**src/rtl/switch_event_arbiter.sv**
```systemverilog
// Round-robin arbiter: latches debounced switch change pulses and
// issues them one at a time on a valid/ready event port.
// Optional: define SWEVT_TIMESTAMP_EN to stamp each event with a cycle count.
module switch_event_arbiter #(
  parameter int N_SW  = 18,
  parameter int IDX_W = 5,
  parameter int TS_W  = 16
) (
  input  logic             clk,
  input  logic             rst_n,
  input  logic [N_SW-1:0]  sw_stable,
  input  logic [N_SW-1:0]  sw_changed,
  input  logic             evt_ready,
  output logic             evt_valid,
  output logic [IDX_W-1:0] evt_idx,
  output logic             evt_level,
  input  logic             ovr_clr,
  output logic [N_SW-1:0]  ovr_flags,
  output logic [TS_W-1:0]  evt_time
);

  typedef enum logic {
    EMPTY = 1'b0,
    HOLD  = 1'b1
  } state_e;

  state_e           state_q, state_d;
  logic [N_SW-1:0]  pend_q, pend_d;
  logic [N_SW-1:0]  lvl_q, lvl_d;
  logic [N_SW-1:0]  ovr_q, ovr_d;
  logic [IDX_W-1:0] rr_q, rr_d;
  logic [IDX_W-1:0] idx_q, idx_d;
  logic             valid_q, valid_d;
  logic             level_q, level_d;

  logic             any_pend;
  logic             found;
  logic [IDX_W-1:0] win;
  logic             load;
  logic [N_SW-1:0]  gnt;

  assign any_pend = |pend_q;

  // Pick the first pending bit at or above rr_q, else the lowest one.
  always_comb begin
    found = 1'b0;
    win   = '0;
    for (int i = 0; i < N_SW; i++) begin
      if (!found && pend_q[i] && (IDX_W'(i) >= rr_q)) begin
        found = 1'b1;
        win   = IDX_W'(i);
      end
    end
    for (int i = 0; i < N_SW; i++) begin
      if (!found && pend_q[i]) begin
        found = 1'b1;
        win   = IDX_W'(i);
      end
    end
  end

  // Output-slot FSM: decide when a winner is loaded.
  always_comb begin
    state_d = state_q;
    valid_d = valid_q;
    idx_d   = idx_q;
    level_d = level_q;
    rr_d    = rr_q;
    load    = 1'b0;
    unique case (state_q)
      EMPTY: begin
        if (any_pend) begin
          load    = 1'b1;
          state_d = HOLD;
        end
      end
      HOLD: begin
        if (evt_ready) begin
          if (any_pend) begin
            load = 1'b1;
          end else begin
            valid_d = 1'b0;
            state_d = EMPTY;
          end
        end
      end
      default: state_d = EMPTY;
    endcase
    if (load) begin
      valid_d = 1'b1;
      idx_d   = win;
      level_d = lvl_q[win];
      if (win == IDX_W'(N_SW - 1)) begin
        rr_d = '0;
      end else begin
        rr_d = win + 1'b1;
      end
    end
  end

  // Pending/level capture; a new pulse beats a same-edge grant clear.
  always_comb begin
    gnt = '0;
    if (load) begin
      gnt[win] = 1'b1;
    end
    pend_d = (pend_q & ~gnt) | sw_changed;
    lvl_d  = (lvl_q & ~sw_changed) | (sw_stable & sw_changed);
    ovr_d  = (ovr_q & ~{N_SW{ovr_clr}})
           | (sw_changed & pend_q & ~gnt);
  end

  // State and datapath registers.
  always_ff @(posedge clk or negedge rst_n) begin
    if (!rst_n) begin
      state_q <= EMPTY;
      pend_q  <= '0;
      lvl_q   <= '0;
      ovr_q   <= '0;
      rr_q    <= '0;
      idx_q   <= '0;
      valid_q <= 1'b0;
      level_q <= 1'b0;
    end else begin
      state_q <= state_d;
      pend_q  <= pend_d;
      lvl_q   <= lvl_d;
      ovr_q   <= ovr_d;
      rr_q    <= rr_d;
      idx_q   <= idx_d;
      valid_q <= valid_d;
      level_q <= level_d;
    end
  end

  assign evt_valid = valid_q;
  assign evt_idx   = idx_q;
  assign evt_level = level_q;
  assign ovr_flags = ovr_q;

`ifdef SWEVT_TIMESTAMP_EN
  logic [TS_W-1:0] ts_q;
  logic [TS_W-1:0] time_q;

  // Free-running cycle counter, sampled when a winner loads.
  always_ff @(posedge clk or negedge rst_n) begin
    if (!rst_n) begin
      ts_q   <= '0;
      time_q <= '0;
    end else begin
      ts_q <= ts_q + TS_W'(1);
      if (load) begin
        time_q <= ts_q;
      end
    end
  end

  assign evt_time = time_q;
`else
  assign evt_time = '0;
`endif

endmodule

```
**config.mk**
```make
export PLATFORM = sky130hd
export DESIGN_NAME = switch_event_arbiter
export DESIGN_NICKNAME = d
export VERILOG_FILES = /design/src/rtl/switch_event_arbiter.sv
export SDC_FILE = /design/constraint.sdc
export NUM_CORES = 1
export LEC_CHECK = 0
export BUFFER_PORTS_ARGS = -buffer_cell sky130_fd_sc_hd__buf_4
export CAP_MARGIN = 10
export CORE_ASPECT_RATIO = 0.9
export CORE_MARGIN = 3
export CORE_UTILIZATION = 45
export CTS_CLUSTER_DIAMETER = 150
export CTS_CLUSTER_SIZE = 14
export DETAILED_ROUTE_END_ITERATION = 8
export PLACE_DENSITY = 0.68
export SETUP_SLACK_MARGIN = 0.3
export SYNTH_ARGS = -nofsm -noshare
export SYNTH_HDL_FRONTEND = slang
export SYNTH_SLANG_ARGS = --single-unit
```
**constraint.sdc**
```tcl
create_clock -name clk -period 3.25 [get_ports clk]
set_input_delay 0.325 -clock clk [delete_from_list [all_inputs] [get_ports clk]]
set_output_delay 0.325 -clock clk [all_outputs]
set_load 0.005 [all_outputs]
```
=== Yosys cells after proc, flatten, opt, wreduce, memory -nomap -nowiden ===
Cells that the tools add are included.

* Output and inout bits: 41
* Bits in registers: 67

* Mux-type cells: 85
* Eq/ne operators: 2
* $add $sub $neg: 1
* Order comparisons: 20
* Bitwise logic cells: 13
* Reductions and logical operators: 93

{| class="wikitable"
|+ Operator list
! cell !! number
|-
| 5-bit 2-to-1 mux || 34
|-
| 18-bit AND || 6
|-
| 1-bit logical AND || 54
|-
| 18-bit inverter || 3
|-
| 18-bit OR || 3
|-
| 1-bit 2-to-1 mux || 45
|-
| 4-bit by 5-bit greater-or-equal comparator with 1-bit output, first input constant || 8
|-
| 1-bit logical NOT || 35
|-
| 3-bit by 5-bit greater-or-equal comparator with 1-bit output, first input constant || 4
|-
| 18-bit 2-to-1 mux || 1
|-
| 18-bit OR reduction || 1
|-
| 1-bit by 5-bit greater-or-equal comparator with 1-bit output, first input constant || 2
|-
| 2-bit by 5-bit greater-or-equal comparator with 1-bit output, first input constant || 2
|-
| 5-bit greater-or-equal comparator, first input constant || 2
|-
| 5-bit by 6-bit less-than comparator with 1-bit output, second input constant || 1
|-
| 5-bit by 1-bit adder with 5-bit output, second input constant || 1
|-
| 1-bit binary-select mux with 5-bit select || 1
|-
| 1-bit demux with 5-bit select || 1
|-
| 5-bit equality test, second input constant || 1
|-
| 5-bit by 1-bit greater-or-equal comparator with 1-bit output, second input constant || 1
|-
| 1-bit case mux with 2 select lines || 2
|-
| 2-bit nonzero test || 2
|-
| 3-bit AND reduction || 1
|-
| 2-bit 2-to-1 mux || 1
|-
| other kinds (2) || 2
|}

=== Logic depth before layout (Yosys ltp) ===
* Depth in word-level cells: 133
* Depth in mapped cells: 12

=== Least setup slack after synthesis ===
Ideal clock, no wire load.

* Path kind: register to register
* Start: register pend_q[4]
* End: register ovr_q[3], in the netlist ovr_flags[3]
* Path buffers: 0
* Data arrival time: 2.472 ns
* Stages on the path, launching flop included: 12
* Path slack: 0.644 ns
* Clock period less this slack: 2.606 ns
* Cells stage by stage: dfrtp_1 nor4_4 nand2_2 o31a_1 or3_1 a2bb2oi_2 a21o_4 clkinv_4 ha_1 nand2_1 o21ai_0 o22ai_1

* Cells in the longest elaborated chain, start to end: 117

{| class="wikitable"
|+ Ends and longest elaborated chain
! item !! RTL line !! text
|-
| start, declared || 28 || <nowiki>logic [N_SW-1:0] pend_q, pend_d;</nowiki>
|-
| start signal, assigned || 126 || <nowiki>pend_q <= pend_d;</nowiki>
|-
| 1-bit logical AND (2 in series) || 49 || <nowiki>if (!found && pend_q[i] && (IDX_W'(i) >= rr_q)) begin</nowiki>
|-
| 1-bit 2-to-1 mux || 49 ||
|-
| 1-bit logical NOT || 49 ||
|-
| 1-bit logical AND (2 in series) || 49 ||
|-
| 1-bit 2-to-1 mux || 49 ||
|-
| 1-bit logical NOT || 49 ||
|-
| 1-bit logical AND (2 in series) || 49 ||
|-
| 1-bit 2-to-1 mux || 49 ||
|-
| [98 not listed] || -- ||
|-
| net win[0] || 38 || <nowiki>logic [IDX_W-1:0] win;</nowiki>
|-
| [1 not listed] || -- ||
|-
| 1-bit logical AND (not written as such) || 105 || <nowiki>gnt[win] = 1'b1;</nowiki>
|-
| 1-bit 2-to-1 mux (not written as such) || 105 ||
|-
| 1-bit demux with 5-bit select (*) || 105 ||
|-
| 18-bit 2-to-1 mux (*) || 104 || <nowiki>if (load) begin</nowiki>
|-
| 18-bit inverter (*) || 110 || <nowiki>| (sw_changed & pend_q & ~gnt);</nowiki>
|-
| 18-bit AND (*) || 110 ||
|-
| 18-bit OR (*) || 110 ||
|-
| net ovr_d[3] || 30 || <nowiki>logic [N_SW-1:0] ovr_q, ovr_d;</nowiki>
|-
| end signal, assigned || 128 || <nowiki>ovr_q <= ovr_d;</nowiki>
|-
| end, declared || 30 ||
|}

The timed path passes the listed nets; every way through them passes the cells marked *.
A chain may end at the register's enable or synchronous reset.

=== Worst setup path in the final report ===
* Start: register rr_q[4]
* End: register ovr_q[0], in the netlist ovr_flags[0]

* Cells in the longest elaborated chain, start to end: 133

{| class="wikitable"
|+ Ends and longest elaborated chain
! item !! RTL line !! text
|-
| start, declared || 31 || <nowiki>logic [IDX_W-1:0] rr_q, rr_d;</nowiki>
|-
| start signal, assigned || 129 || <nowiki>rr_q <= rr_d;</nowiki>
|-
| 1-bit by 5-bit greater-or-equal comparator with 1-bit output || 49 ||
|-
| 1-bit logical AND || 49 ||
|-
| 1-bit 2-to-1 mux || 49 ||
|-
| 1-bit logical NOT || 49 ||
|-
| 1-bit logical AND (2 in series) || 49 ||
|-
| 1-bit 2-to-1 mux || 49 ||
|-
| 1-bit logical NOT || 49 ||
|-
| 1-bit logical AND (2 in series) || 49 ||
|-
| [116 not listed] || -- ||
|-
| 1-bit logical AND (not written as such) || 105 ||
|-
| 1-bit 2-to-1 mux (not written as such) || 105 ||
|-
| 1-bit demux with 5-bit select (*) || 105 ||
|-
| 18-bit 2-to-1 mux (*) || 104 ||
|-
| 18-bit inverter (*) || 110 ||
|-
| 18-bit AND (*) || 110 ||
|-
| 18-bit OR (*) || 110 ||
|-
| net ovr_d[0] || 30 ||
|}

Marks and branches as above.

==> flow_metrics.py <==
metrics = {
    "global_routing": {
        "antenna_found_initial": 0,
        "first_global_vias": 3200,
        "grt_overflow_total": 0,
        "grt_use_total_pct": 22.32,
        "grt_pass1_wl_mm": 16.50,
        "grt_max_degree": 68,
    },
    "cts": {
        "cts_tree": "yes",
        "clk_latency_ps": 340,
        "cts.sinks": 67,
        "clockRootBuffer": "clkbuf_8",
        "cts_buffers": 9,
        "cts_htree_levels": 3,
        "clk_pin_slew_worst_paths_ps": 80,
        "hold_buffers": 0,
        "clockBufferDepth": 2,
    },
    "route": {
        "ant_nets": 0,
        "vias": 3344,
        "drt_pass1_iterations": 4,
        "wl_mm": 10.41,
        "drtIter0Drc": 196,
        "wire_per_inst_um": 17.61,
        "drc": 0,
        "via_per_inst": 5.658,
    },
    "logic_synthesis": {
        "syn-mean-instance-area_um2": 9.519,
        "ys_types": 71,
        "ys_async_sr_fraction_pct": 100.0,
        "synth_cells": 398,
        "ys.flop_type": "dfrtp_1",
        "syn_area_um2": 3789,
        "seq_area_frac_synth_pct": 44.25,
        "yosysWarnings": 0,
        "synth-xor-area-share_pct": 0.2312,
        "yosys-mux-area-fraction_pct": 6.902,
        "synth_compound_area_share_pct": 21.24,
        "synthSimpleGateAreaFrac_pct": 15.92,
        "ys_ff_latch": 67,
        "synth_top_family_by_area": "compound AO/OA/AOI/OAI gates",
        "synth_adder_area_share_pct": 1.321,
        "synth_edf_count": 0,
    },
    "cells_and_area": {
        "design_area_um2": 4786,
        "fin_nets": 531,
        "final_cells": 591,
        "antenna_cells": 0,
        "drive_above_1_share_pct": 34.55,
        "fillerInstances": 701,
        "syn_to_final_growth_pct": 26.32,
    },
    "placement": {
        "io_buffers": 64,
        "routabilityCongestion": 0.9401,
        "dpl_cell_area_um2": 4363,
        "dp_hpwl_mm": 7.734,
        "dp_slack_ps": 70.98,
        "placed_cells": 562,
    },
    "die": {
        "core_um2": 8107,
        "dieArea_um2": 9558,
        "die_w_um": 102.7,
        "rows": 31,
        "ios": 81,
        "die_h_um": 93.05,
        "start_util_pct": 46.74,
    },
    "sta": {
        "max_freq_mhz": 346.4,
        "tightest_slew_ps": 834.0,
        "post-route-period-util_pct": 88.82,
        "setup_tns_ps": 0,
        "drv_slew": 0,
        "fin_skew_ps": 9.378,
        "min_period_ps": 2887,
        "finalSetupViolations": 0,
        "rsz0062_at_grt": "yes",
        "max_slew_margin_pct": 44.40,
        "hold_viol_final": 0,
        "final.setup.worst_slack_ps": 363.2,
    },
    "worst_setup_path": {
        "crit_path_cell_trace": "buf_4 -> or4_4 -> o31a_1 -> nand4_4 -> o32a_1 -> a21o_4 -> ha_1 -> nand2_1 -> o21ai_0 -> o22ai_1",
        "path_class": "flop to flop",
        "cp_max_fo": 10,
        "cp-end-kind": "flop",
        "path_buf_inv": 1,
        "critPathTopFamily": "compound AO/OA/AOI/OAI gates",
        "crit_slowest_cell": "or4_4",
        "start_kind": "flop",
        "required_ps": 3460,
        "slowest_delay_ps": 550,
        "arrival_ps": 3100,
    },
    "flow_run": {
        "maxCapViolations": 0,
    },
    "pwr": {
        "power.density_nw_per_um2": 755.0,
        "power.total_mw": 3.613,
        "ir_worst_vdd_mv": 0.4312,
        "leakage_nw": 2.148,
    },
    "run_status": {
        "status": "complete, no violations",
    },
    "hold_path": {
        "hp-class": "primary input to async pin",
    },
}
Yosys cell counts (2+ instances only):
| library cell | n | area share, % |
|---|---|---|
| a211oi_1 | 2 | 0.40 |
| a21o_1 | 4 | 0.79 |
| a21oi_1 | 8 | 1.1 |
| a221oi_1 | 2 | 0.46 |
| a22o_1 | 3 | 0.69 |
| a31oi_1 | 3 | 0.50 |
| and2_1 | 6 | 0.99 |
| and2b_1 | 2 | 0.40 |
| and3_1 | 2 | 0.33 |
| buf_4 | 21 | 4.2 |
| clkbuf_1 | 5 | 0.50 |
| dfrtp_1 | 67 | 44 |
| ha_1 | 4 | 1.3 |
| inv_1 | 47 | 4.7 |
| mux2_2 | 17 | 5.1 |
| mux2i_1 | 7 | 1.8 |
| nand2_1 | 40 | 4.0 |
| nand2b_1 | 7 | 1.2 |
| nand3_1 | 4 | 0.53 |
| nand4_1 | 3 | 0.50 |
| nand4_4 | 2 | 1.1 |
| nor2_1 | 14 | 1.4 |
| nor2b_1 | 7 | 1.2 |
| nor3_1 | 2 | 0.26 |
| nor4_1 | 7 | 1.2 |
| o21ai_0 | 37 | 4.9 |
| o21ai_1 | 3 | 0.40 |
| o221ai_1 | 3 | 0.69 |
| o22ai_1 | 22 | 3.6 |
| o311ai_1 | 2 | 0.46 |
| o31a_1 | 2 | 0.46 |
| o31ai_1 | 3 | 0.59 |
| or3_1 | 2 | 0.33 |
per-stage QoR:
step                      hold slack, ps  utilization, %
after floorplan                    29.41               -
after global placement             422.3           53.82
final                              78.23           59.04
after detailed placement           435.9           53.82
after global routing               150.1           59.04
after CTS                          116.7           56.77
kinds of logic (layout without fill, tap and decap cells):
| logic type | Yosys count | after routing |
|---|---|---|
| flip-flops | 67 | 67 |
| AND/OR/NAND/NOR | 108 | 108 |
| AO/OA/AOI/OAI | 116 | 116 |
| buffers and inverters | 77 | 156 |
| adder cells (fa/ha/maj) | 4 | 4 |
| multiplexers | 24 | 24 |
| other | 1 | 16 |
| XOR/XNOR | 1 | 1 |
routing by layer:
layer | vias to the layer above | share of wire [%] | GRT usage (%)
met5 | - | 0 | 0
met4 | 0 | 1.5 | 6.557
li1 | 1566 | - | -
met1 | 1641 | 46 | 32.60
met2 | 125 | 47 | 33.92
met3 | 12 | 6.0 | 3.878
placed cells by master, fill, tap and decap left out, types with 4 or more instances in the layout:
master	netlist	layout
buf_4	21	88
dfrtp_1	67	59
inv_1	47	47
nand2_1	40	38
o21ai_0	37	23
o22ai_1	22	22
mux2_2	17	17
conb_1	1	16
nor2_1	14	13
clkbuf_8	0	9
o21ai_1	3	8
o21ai_2	0	8
dfrtp_2	0	8
nand2b_1	7	7
mux2i_1	7	7
a21oi_1	8	6
nor2b_1	7	6
and2_1	6	6
nor4_1	7	5
a21o_1	4	4
nand3_1	4	4
final cells by class:
type                            instances  area (um2)  area share [%]
Clock buffer                           10       127.6           2.667
Clock inverter                          6       90.09           1.882
Inverter                               49       188.9           3.948
Multi-Input combinational cell        269        1878           39.24
Sequential cell                        67        1687           35.24
Tap cell                               99       123.9           2.588
Timing Repair Buffer                   91       690.7           14.43
power breakdown:
group,internal (mW),total (mW),switching (mW)
Combinational,0.741,1.67,0.925
Clock,0.434,0.759,0.325
Sequential,0.996,1.19,0.192
worst paths after layout:
path | startpoint | end | slack [ps] | depth (start not counted)
min reg2reg | state_q | evt_valid | 460 | 1
max reg2reg | rr_q[4] | ovr_flags[0] | 360 | 10
max | rr_q[4] | ovr_flags[0] | 360 | 10
max in group asynchronous | rst_n | rr_q[4] | 2570 | 1
min in group clk | sw_changed[2] | pend_q[2] | 180 | 3
min | rst_n | async pin | 80 | 1
repair_timing:
| item | in CTS | in global routing |
|---|---|---|
| endpoints found under the setup margin | 40 | 42 |
| resized for setup | 6 | 39 |
| pin swaps | 0 | 4 |
| gates cloned | 0 | 0 |
| buffers inserted | 2 | 11 |
Note: power is estimated with default switching activity, not from simulation.
